--- config.mk ---
export PLATFORM = sky130hd
export DESIGN_NAME = shift_seq
export DESIGN_NICKNAME = d
export VERILOG_FILES = /design/src/rtl/shift_seq.sv
export SDC_FILE = /design/constraint.sdc
export NUM_CORES = 1
export LEC_CHECK = 0
export ABC_CLOCK_PERIOD_IN_PS = 2380
export CORE_AREA = 2 2 58 60
export DETAILED_ROUTE_END_ITERATION = 8
export DIE_AREA = 0 0 60 62
export PLACE_DENSITY = 0.93
export SYNTH_ARGS = -nofsm -noshare
export SYNTH_HDL_FRONTEND = slang
export SYNTH_SLANG_ARGS = --single-unit
--- constraint.sdc ---
create_clock -name clk -period 2.38 [get_ports clk]
set_input_delay 0.476 -clock clk [delete_from_list [all_inputs] [get_ports clk]]
set_output_delay 0.476 -clock clk [all_outputs]
set_load 0.01 [all_outputs]
--- src/rtl/shift_seq.sv ---
// Multi-cycle shift/rotate sequencer: applies one single-bit shift per clock
// to a 16-bit accumulator, with a start/busy/done handshake.
module shift_seq (
  input  logic        clk,
  input  logic        rst,
  input  logic        start,
  input  logic [15:0] in,
  input  logic [2:0]  op,
  input  logic [3:0]  cnt,
  output logic [15:0] result,
  output logic        busy,
  output logic        done,
  output logic        err
);

  typedef enum logic [1:0] {
    IDLE  = 2'd0,
    SHIFT = 2'd1,
    DONE  = 2'd2
  } state_t;

  state_t      state, state_nx;
  logic [15:0] acc;
  logic [3:0]  rem;
  logic [2:0]  opq;
  logic        accept;
  logic        op_invalid;

  function automatic logic [15:0] shift1(input logic [15:0] a, input logic [2:0] o);
    case (o)
      3'b000:  shift1 = {a[14:0], a[15]};
      3'b001:  shift1 = {a[0], a[15:1]};
      3'b010:  shift1 = {a[14:0], 1'b0};
      3'b011:  shift1 = {a[15], a[15:1]};
      3'b100:  shift1 = {1'b0, a[15:1]};
      default: shift1 = a;
    endcase
  endfunction

  assign accept     = (state == IDLE) && start;
  assign op_invalid = (op >= 3'b101);

  always_ff @(posedge clk) begin
    if (rst) state <= IDLE;
    else     state <= state_nx;
  end

  always_comb begin
    state_nx = state;
    case (state)
      IDLE: begin
        if (start) state_nx = (op_invalid || cnt == '0) ? DONE : SHIFT;
      end
      SHIFT: begin
        if (rem == 4'd1) state_nx = DONE;
      end
      DONE:    state_nx = IDLE;
      default: state_nx = IDLE;
    endcase
  end

  // Datapath registers; SHIFT is only entered with rem >= 1, so rem never wraps.
  always_ff @(posedge clk) begin
    if (rst) begin
      acc <= '0;
      rem <= '0;
      opq <= '0;
      err <= 1'b0;
    end else if (accept) begin
      acc <= in;
      opq <= op;
      rem <= cnt;
      err <= op_invalid;
    end else if (state == SHIFT) begin
      acc <= shift1(acc, opq);
      rem <= rem - 4'd1;
    end
  end

  assign result = acc;
  assign busy   = (state != IDLE);
  assign done   = (state == DONE);

endmodule

==> results.py <==
metrics = {
    "placed_design": {
        "portBuffers": 44,
        "post_dp_cell_area_um2": 1930,
        "gp_congestion": 0.818,
        "placed_cells": 251,
        "dp_hpwl_um": 2620,
    },
    "layout": {
        "final_core_util": 0.619,
        "diodes": 0,
        "multiInputGateArea_um2": 862,
        "final_nets": 238,
        "final_cells": 255,
        "fill_cells": 269,
        "seq_area_um2": 520,
        "drive_gt1_frac": 0.120,
        "final_cell_area_um2": 1970,
        "area_growth_pct": 32.5,
    },
    "pwr": {
        "leakagePower_nw": 0.744,
        "p_per_area_nw_per_um2": 585,
        "peakVddDrop_v": 0.000318,
        "p_total_mw": 1.15,
    },
    "synth": {
        "syn_inst": 170,
        "ys.flop_type": "dfxtp_1",
        "yosysTopAreaCell": "dfxtp_1",
        "syn-num-nets": 198,
        "synth_area_um2": 1490,
        "synth-seq-cells": 26,
        "ys_async_sr_fraction": 0,
        "synthDistinctLibCells": 36,
        "post-synth-top-count-cell": "dfxtp_1",
        "synth-warning-count": 0,
        "yosysTopAreaCellShare": 0.350,
        "ys_top_cells_by_area": "dfxtp_1 (35%), mux2i_1 (9.4%), a31oi_1 (7.2%)",
        "synth_edf_count": 0,
        "ys_seq_area_frac": 0.350,
        "syn_avg_cell_area_um2": 8.74,
        "ys_top_cells_by_count": "dfxtp_1 (26), a31oi_1 (17), and3_1 (15), mux2i_1 (14), a21oi_1 (12)",
    },
    "sta": {
        "finClkSkew_ns": 0.0121,
        "maxSlewViolCount": 0,
        "rsz0062_at_grt": "no",
        "max_freq_mhz": 462,
        "fin_crit_ns": 2.17,
        "slew_headroom": 0.482,
        "hold_viol": 0,
        "setup_viol": 0,
        "tightest_slew_ns": 0.776,
        "min_period_over_period": 0.910,
        "finalSetupTns_ns": 0,
    },
    "global_routing": {
        "grt_pass1_vias": 1226,
        "grtUsageTotal": 0.195,
        "grt_max_degree": 33,
        "overflow": 0,
        "grt_pass1_wl_um": 5600,
        "antenna_found_initial": 0,
    },
    "die": {
        "die_h_um": 62,
        "num_rows": 21,
        "fp.dieW_um": 60,
        "initial_utilization": 0.468,
        "core_um2": 3180,
        "die_area_um2": 3720,
        "ioPinCount": 45,
    },
    "clock_network": {
        "clock_sinks": 26,
        "cts.path.max_buffers": 2,
        "ctsResizeCount": 0,
        "cts_buffers": 3,
        "post_cts_buffers": 0,
        "cts_max_level": 1,
        "clkTransAtPathRegs_ns": 0.15,
        "clk_latency_ns": 0.33,
        "clockRootBuffer": "clkbuf_4",
        "cts_hold_buf": 0,
        "cts_tree": "done",
    },
    "run": {
        "maxCapViolCount": 0,
    },
    "setup_path": {
        "r2r_start": "opq[2]",
        "setup.worst_path.end_class": "output port",
        "worstPathRequired_ns": 1.90,
        "start_kind": "register",
        "slowest_stage": "dfxtp_1",
        "crit_chain": "or2_2 > clkdlybuf4s50_1",
        "crit_family": "flip-flops",
        "r2r_setup_slack_ns": 0.66,
        "crit_cells": 2,
        "cp-startpoint": "state[0]",
        "cp_max_fo": 16,
        "worstSetupPathType": "reg2out",
        "worstSetupEndpoint": "busy",
        "r2r-end": "result[12]",
        "cpPeakStageDelay_ns": 0.66,
        "cp_num_buf_inv": 1,
        "r2r.worst_path.cells": 4,
        "critPathArrivalTime_ns": 1.69,
    },
    "route": {
        "ant_nets": 0,
        "wl_per_cell_um": 13.9,
        "routed_wl_um": 3540,
        "dr.pass1.iters": 4,
        "viasPerCell": 5.58,
        "drc": 0,
        "vias": 1423,
        "drt_iter0_markers": 68,
    },
    "hold_path": {
        "hold_class": "reg2reg",
    },
    "outcome": {
        "status": "finished, final reports clean",
    },
}
## power by group
| group | leakage [nW] | switching, mW | internal (mW) | total (mW) |
|---|---|---|---|---|
| Clock | 0.0210 | 0.136 | 0.0935 | 0.229 |
| Sequential | 0.214 | 0.0615 | 0.485 | 0.546 |
| Combinational | 0.509 | 0.172 | 0.205 | 0.377 |
## worst min path at each step
stage | startpoint | slack [ns] | end | cells after the start
after CTS | result[15] | 0.52 | result[15] | 2
after floorplan | opq[1] | 0.48 | opq[1] | 2
after global routing | result[15] | 0.55 | result[15] | 2
after detailed placement | result[15] | 0.50 | result[15] | 2
final | result[15] | 0.52 | result[15] | 2
after global placement | err | 0.49 | err | 2
## state kept, by name, indices dropped and copies added (netlist names)
register	cells
rem	4
err	1
result	16
opq	3
state	2
## placed cells by master, fill, tap and decap left out
cell,netlist,routed
inv_1,8,8
buf_4,0,3
o22ai_1,1,1
mux2i_4,1,1
nand2b_1,2,2
ha_1,2,2
dfxtp_1,26,26
o21ai_0,9,9
or3_4,1,1
o21ai_1,1,1
a21boi_0,1,1
nor3b_2,1,1
or2_2,1,1
or3b_2,1,1
or4_1,1,1
o221a_2,1,1
xnor2_1,1,1
and3_1,15,15
nand2_1,9,9
mux2i_1,14,14
o21ai_2,11,11
o21ba_4,1,1
clkbuf_8,0,1
clkbuf_4,0,3
a211o_1,1,1
a21oi_1,12,12
a31oi_1,17,17
a22oi_1,2,2
a211oi_1,2,2
clkdlybuf4s50_1,0,44
nand3_1,3,3
or3_1,1,1
o2111a_1,1,1
or4b_1,1,1
nor2_1,9,9
nor4bb_1,1,1
## metal layers
| metal | vias to the layer above | global-route usage | share of wire |
|---|---|---|---|
| li1 | 707 | - | - |
| met1 | 679 | 0.275 | 0.45 |
| met2 | 35 | 0.320 | 0.50 |
| met3 | 2 | 0.0186 | 0.037 |
| met4 | 0 | 0.0540 | 0.0093 |
| met5 | - | 0 | 0 |
## through the flow
stage	setup slack [ns]	hold slack [ns]
finish	0.214	0.518
global route	0.0786	0.555
CTS	0.222	0.520
detailed placement	0.265	0.501
global placement	0.295	0.490
floorplan	0.967	0.482
## layout make-up
class / count / share of cell area
clock buffers: 4 / 0.0184
repair buffers: 47 / 0.235
flip-flops and latches: 26 / 0.264
well taps: 46 / 0.0292
multi-input cells: 124 / 0.438
inverters: 8 / 0.0152
## tightest hold or removal path, stage by stage (launching register included)
cell and delay, ns:
dfxtp_1 0.37, nand2_1 0.06, a21oi_1 0.06
## cells by family after synthesis
family | synth area share
AO/OA/AOI/OAI | 0.272
AND/OR/NAND/NOR | 0.176
flip-flops | 0.350
buffers and inverters | 0.0699
multiplexers | 0.109
adder cells (fa/ha/maj) | 0.0168
XOR/XNOR | 0.00589
Note: power is estimated with default switching activity, not from simulation.
